==> src/rtl/align_shifter_seq.sv <==
// Multi-cycle right-shift aligner for floating-point mantissas. Shifts at most STEP bits per
// cycle and produces guard, round and sticky bits for the following rounding stage.
module align_shifter_seq #(
  parameter int unsigned MANT_W = 24,
  parameter int unsigned STEP   = 8
) (
  input  logic              clk,
  input  logic              rst_n,
  input  logic              in_valid,
  output logic              in_ready,
  input  logic [MANT_W-1:0] mant_in,
  input  logic [7:0]        shamt,
  output logic              out_valid,
  input  logic              out_ready,
  output logic [MANT_W-1:0] mant_out,
  output logic              guard,
  output logic              round_b,
  output logic              sticky
);

  localparam int unsigned VecW = MANT_W + 2;
  localparam logic [7:0] VecWL = 8'(VecW);
  localparam logic [7:0] StepL = 8'(STEP);

  typedef enum logic [1:0] {StIdle, StShift, StDone} state_e;

  state_e          state_q;
  logic [VecW-1:0] vec_q;      // {mant, guard, round}
  logic            sticky_q;
  logic [7:0]      rem_q;
  logic            in_ready_q;
  logic            out_valid_q;

  logic [7:0]      step_amt;
  logic [7:0]      eff_amt;
  logic [VecW-1:0] vec_shifted;
  logic [VecW-1:0] lost_mask;
  logic            lost_any;

  always_comb begin
    step_amt    = (rem_q > StepL) ? StepL : rem_q;
    eff_amt     = (shamt > VecWL) ? VecWL : shamt;
    vec_shifted = vec_q >> step_amt;
    // Bits falling off the bottom of {mant, guard, round} feed the sticky bit.
    lost_mask   = ~({VecW{1'b1}} << step_amt);
    lost_any    = |(vec_q & lost_mask);
  end

  always_ff @(posedge clk) begin
    if (!rst_n) begin
      state_q     <= StIdle;
      vec_q       <= '0;
      sticky_q    <= 1'b0;
      rem_q       <= '0;
      in_ready_q  <= 1'b1;
      out_valid_q <= 1'b0;
    end else begin
      unique case (state_q)
        StIdle: begin
          if (in_valid) begin
            state_q    <= StShift;
            vec_q      <= {mant_in, 2'b00};
            sticky_q   <= 1'b0;
            rem_q      <= eff_amt;
            in_ready_q <= 1'b0;
          end
        end
        StShift: begin
          vec_q    <= vec_shifted;
          sticky_q <= sticky_q | lost_any;
          rem_q    <= rem_q - step_amt;
          if (rem_q == step_amt) begin
            state_q     <= StDone;
            out_valid_q <= 1'b1;
          end
        end
        StDone: begin
          if (out_ready) begin
            state_q     <= StIdle;
            out_valid_q <= 1'b0;
            in_ready_q  <= 1'b1;
          end
        end
        default: begin
          state_q     <= StIdle;
          in_ready_q  <= 1'b1;
          out_valid_q <= 1'b0;
        end
      endcase
    end
  end

  assign in_ready  = in_ready_q;
  assign out_valid = out_valid_q;
  assign mant_out  = vec_q[VecW-1:2];
  assign guard     = vec_q[1];
  assign round_b   = vec_q[0];
  assign sticky    = sticky_q;

endmodule
==> config.mk <==
export PLATFORM = sky130hd
export DESIGN_NAME = align_shifter_seq
export DESIGN_NICKNAME = d
export VERILOG_FILES = /design/src/rtl/align_shifter_seq.sv
export SDC_FILE = /design/constraint.sdc
export NUM_CORES = 1
export LEC_CHECK = 0
export CAP_MARGIN = 10
export CORE_MARGIN = 2
export CORE_UTILIZATION = 36
export DETAILED_ROUTE_END_ITERATION = 16
export PLACE_DENSITY = 0.57
export SLEW_MARGIN = 20
export SYNTH_ARGS = -nofsm -noshare
export SYNTH_HDL_FRONTEND = slang
export SYNTH_SLANG_ARGS = --single-unit
==> constraint.sdc <==
create_clock -name clk -period 2.94 [get_ports clk]
set_input_delay 0.294 -clock clk [delete_from_list [all_inputs] [get_ports clk]]
set_output_delay 0.294 -clock clk [all_outputs]
set_load 0.03 [all_outputs]
After elaboration in Yosys (flattened, before gate mapping)
Index checks and enable logic that the tools add are counted.

Bits in registers: 39. Input bits: 36. Output and inout bits: 29.

$add $sub $neg: 1. $lt $le $gt $ge: 2. Equal/unequal tests: 6. Shift-type cells: 2. Muxes and demuxes: 17. Bitwise gates (word level): 5. Reduce and logical (&&, ||, !) cells: 7.

Operator list (number): 26-bit case mux with 2 select lines (1); 26-bit bitwise AND (1); 26-bit 2-to-1 mux (1); 26-bit inverter (1); 26-bit OR reduction (1); 26-bit by 8-bit << shifter with 26-bit output (first input constant) (1); 26-bit by 8-bit right shift with 26-bit output (1); 8-bit 2-to-1 mux (3); 8-bit case mux with 2 select lines (1); 3-bit AND reduction (3); 8-bit equality test (1); 8-bit by 4-bit > comparator with 1-bit output (second input constant) (1); 8-bit by 5-bit > comparator with 1-bit output (second input constant) (1); 8-bit subtractor (1); 2-bit 2-to-1 mux (3); 2-bit != test (second input constant) (3); 1-bit case mux with 3 select lines (2); 2-bit case mux with 3 select lines (1); 1-bit 2-to-1 mux (4); 2-bit by 1-bit equality test with 1-bit output (second input constant) (1); 2-bit equality test (second input constant) (1); 2-bit zero test (1); 1-bit inverter (2); 1-bit case mux with 2 select lines (1); 3 further kinds (3).

Depth between registers and ports, before layout
Depth after elaboration: 8. Depth in mapped cells: 12.

Worst setup path after synthesis
OpenSTA, ideal clock, no wires.

Path type: register -> register. Start: register rem_q[1]. End: register rem_q[4]. Setup time: 91 ps. Data arrival time: 2343 ps. Setup slack: 506 ps. Stages on the path, launching flop included: 11. Path buffers: 3. Period minus slack after synthesis: 2434 ps. Path through: dfxtp_1 > clkbuf_1 > buf_1 > clkbuf_1 > nand2_1 > ha_1 > o31ai_1 > o21ai_0 > a21oi_1 > nor2_1 > a311oi_1.

Longest elaborated chain between the ends: 4.

RTL lines: from (decl) (RTL line 30) `logic [7:0] rem_q;`; from (signal assigned) (RTL line 64) `rem_q <= eff_amt;`; from (signal assigned) (RTL line 71) `rem_q <= rem_q - step_amt;`; 8-bit by 4-bit > comparator with 1-bit output (RTL line 41) `step_amt = (rem_q > StepL) ? StepL : rem_q;`; 8-bit 2-to-1 mux (RTL line 41); 8-bit subtractor (*) (RTL line 71); 8-bit case mux with 2 select lines (*) (RTL line 58) `unique case (state_q)`.

Mark *: on every way between the ends. The rest lies on a longest branch, timed or not. A chain may end at the register's enable or synchronous reset.

Worst setup path after layout
Start: register rem_q[4]. End: register vec_q[1].

Longest elaborated chain between the ends: 4.

RTL lines: 8-bit by 4-bit > comparator with 1-bit output (RTL line 41); 8-bit 2-to-1 mux (*) (RTL line 41); 26-bit by 8-bit right shift with 26-bit output (*) (RTL line 43) `vec_shifted = vec_q >> step_amt;`; 26-bit case mux with 2 select lines (*) (RTL line 58); to (signal assigned) (RTL line 62) `vec_q <= {mant_in, 2'b00};`; to (signal assigned) (RTL line 69) `vec_q <= vec_shifted;`; to (decl) (RTL line 28) `logic [VecW-1:0] vec_q;`.

Marks and branches as above.

==> summary.md <==
| Metric | Value |
|---|---|
| Fill count | 908 |
| Mapped Cells | 437 |
| Register area | 780.7 um2 |
| Ports | 65 |
| Vias in the first global route | 3702 |
| # setup viols final | 0 |
| Outcome | finished, final reports clean |
| Synth Net Count | 474 |
| Seq cells post-synth | 39 |
| Die width | 98.27 um |
| Nets | 531 |
| Gr ovfl total | 0 |
| Mapped Area | 3199 um2 |
| Setup TNS | 0 ns |
| Multi-input combinational cell area | 2223 um2 |
| CTS HTree Levels | 2 |
| Final Skew | 0.007397 ns |
| Total number of vias | 3884 |
| Fmax | 400.9 MHz |
| Slew HR | 48.99% |
| Synth Area in Compound Gates | 39.69% |
| All-layer global routing usage | 25.13% |
| Final wirelength | 12540 um |
| DRC | 0 |
| Yosys cell types | 65 |
| CP max FO | 28 |
| Die Outline Area | 9657 um2 |
| Antenna diodes | 0 |
| Critical setup path kind | reg2reg |
| Clk root buf | clkbuf_8 |
| Area grow syn2layout | 27.57% |
| R2r startpoint | rem_q[4]$_SDFFE_PN0P_ |
| Hpwl dp | 8837 um |
| Crit end category | flip-flop |
| Postcts setup bufs | 0 |
| Starting Density | 36.87% |
| Skew-Pair Late Insertion Delay | 0.29 ns |
| Post-synth ARST share | 0% |
| Critical Path AT | 2.72 ns |
| Max clock buf depth | 2 |
| CTS buffer count | 5 |
| First-pass GRT wire length | 19800 um |
| Worst-Margin Slew | 0.7594 ns |
| Max-slew violations | 0 |
| Largest net degree at the start of global routing | 29 |
| Vias per Instance | 6.463 |
| Wire per inst | 20.86 um |
| HP Class | reg2reg |
| Final period util | 84.84% |
| Share of post-route cells with drive strength above 1 | 10.75% |
| Post-synth EDFFs | 0 |
| Worst setup path startpoint | rem_q[4]$_SDFFE_PN0P_ |
| Post-DRT Antenna Nets | 0 |
| Main combinational cell family by area after synthesis | compound AO/OA/AOI/OAI gates |
| Core area | 8678 um2 |
| Pleak | 1.390 nW |
| Pwr Total | 2.451 mW |
| Crit path time final | 2.494 ns |
| Syn Area/Cell | 7.321 um2 |
| Yosys warns | 0 |
| Power Density | 600.6 nW/um2 |
| Row count | 34 |
| Worst path required time | 3.17 ns |
| Initial DRC Count | 359 |
| HP Start | rem_q[6]$_SDFFE_PN0P_ |
| RD Place Congestion | 0.9945 |
| Clock transition at path regs | 0.08 ns |
| Post-synth top flop | dfxtp_1 |
| Post-Synth XOR/XNOR Area | 0% |
| Synth Area in Adders | 0.3911% |
| Final Hold Fails | 0 |
| Startpoint class of the critical path | flip-flop |
| Post-CTS sizing | 0 |
| Peak VDD IR | 0.2564 mV |
| Unrepaired setup endpoints after global routing | false |
| Die Y | 98.27 um |
| Initial antenna violation count | 0 |
| Simple-gate share of the synthesized area | 20.73% |
| Number of port buffers | 64 |
| Hold buffer count at cts | 0 |
| Sequential area share after synthesis | 24.40% |
| Clock sink count | 39 |
| MaxCap Viol Count | 0 |
| CTS tree | done |
| Mux cell area share after synthesis | 8.252% |
| Drt pass-1 iters | 5 |
## layout by cell type, fill, tap and decap left out, types with 5 or more instances in the layout
cell type / synthesis / final
nand3_1: 17 / 17
nor3_1: 11 / 11
a221oi_1: 5 / 5
nor2b_1: 6 / 6
nand2b_1: 6 / 6
dfxtp_1: 39 / 39
o21a_1: 6 / 6
a32oi_1: 5 / 5
o211ai_1: 13 / 13
o31ai_1: 5 / 5
a22oi_1: 7 / 7
nor2_1: 33 / 33
inv_1: 5 / 5
buf_4: 0 / 27
clkdlybuf4s50_1: 0 / 64
mux2i_1: 14 / 14
mux2_2: 9 / 9
o21ai_0: 47 / 47
nand2_1: 29 / 29
or3_1: 6 / 6
a21oi_1: 41 / 41
clkbuf_8: 0 / 5
a211oi_1: 5 / 5
and3_1: 7 / 7
a31oi_1: 14 / 14
## per-stage QoR
step | cells | setup WS, ns | area, um2 | hold slack [ns] | util, %
2_1_floorplan | 437 | 0.5056 | 3199 | 0.4563 | -
3_3_place_gp | 595 | 0.5542 | 4009 | 0.4944 | 46.19
3_5_place_dp | 595 | 0.4872 | 4009 | 0.5103 | 46.19
4_1_cts | 601 | 0.4658 | 4081 | 0.5310 | 47.03
5_1_grt | 601 | 0.3130 | 4081 | 0.5451 | 47.03
6_report | 601 | 0.4458 | 4081 | 0.5246 | 47.03
## per-layer routing
| metal | track usage [%] | part of all wire [%] |
|---|---|---|
| met5 | 0 | 0 |
| met4 | 8.430 | 3.2 |
| met3 | 4.223 | 8.0 |
| met2 | 40.46 | 45 |
| met1 | 34.22 | 44 |
## path summary, 6_finish.rpt
check                               end  slack [ns]  depth (start not counted)
hold reg to reg   rem_q[6]$_SDFFE_PN0P_        0.52                          1
setup reg to reg  vec_q[1]$_SDFFE_PN0P_        0.45                          5
setup / recovery  vec_q[1]$_SDFFE_PN0P_        0.45                          5
hold / removal    rem_q[6]$_SDFFE_PN0P_        0.52                          1
## state kept, by name, summed over array words and instances, names as in the netlist
register,flops
vec_q,26
rem_q,8
state_q,2
in_ready,1
out_valid,1
sticky,1
## cell usage after synthesis (9+ instances only)
| library cell | n | area (um2) |
|---|---|---|
| nor3_1 | 11 | 55.05 |
| nand3_1 | 17 | 85.08 |
| o211ai_1 | 13 | 97.59 |
| mux2_2 | 9 | 101.4 |
| a21oi_1 | 41 | 205.2 |
| a31oi_1 | 14 | 87.58 |
| clkbuf_1 | 32 | 120.1 |
| nor2_1 | 33 | 123.9 |
| nand2_1 | 29 | 108.9 |
| o21ai_0 | 47 | 235.2 |
| mux2i_1 | 14 | 140.1 |
| dfxtp_1 | 39 | 780.8 |
## worst max-delay path, cell delays in order (launching register included)
cell and delay (ns):
dfxtp_1 0.39, or4_4 0.73, nor2_4 0.50, mux2i_1 0.18
mux4_2 0.50, o22ai_2 0.12
## report_power, final
group,switching (mW),internal [mW]
combinational,0.779,0.528
sequential,0.175,0.611
clock,0.199,0.159
total,1.15,1.30
## layout make-up
class                           count  area share [%]
Clock buffer                        6           1.778
Multi-Input combinational cell    350           54.48
Tap cell                          108           3.311
Timing Repair Buffer               91           20.66
Inverter                            7          0.6438
Sequential cell                    39           19.13
## logic make-up (layout without fill, tap and decap cells)
family	count (synthesis)	in the layout
AOI/OAI and AO/OA	191	191
adders and majority gates	1	1
buffers and inverters	48	104
DFF	39	39
muxes	24	24
other	1	1
and+or+nand+nor	133	133
No activity file was read; power rests on OpenSTA's default activity.
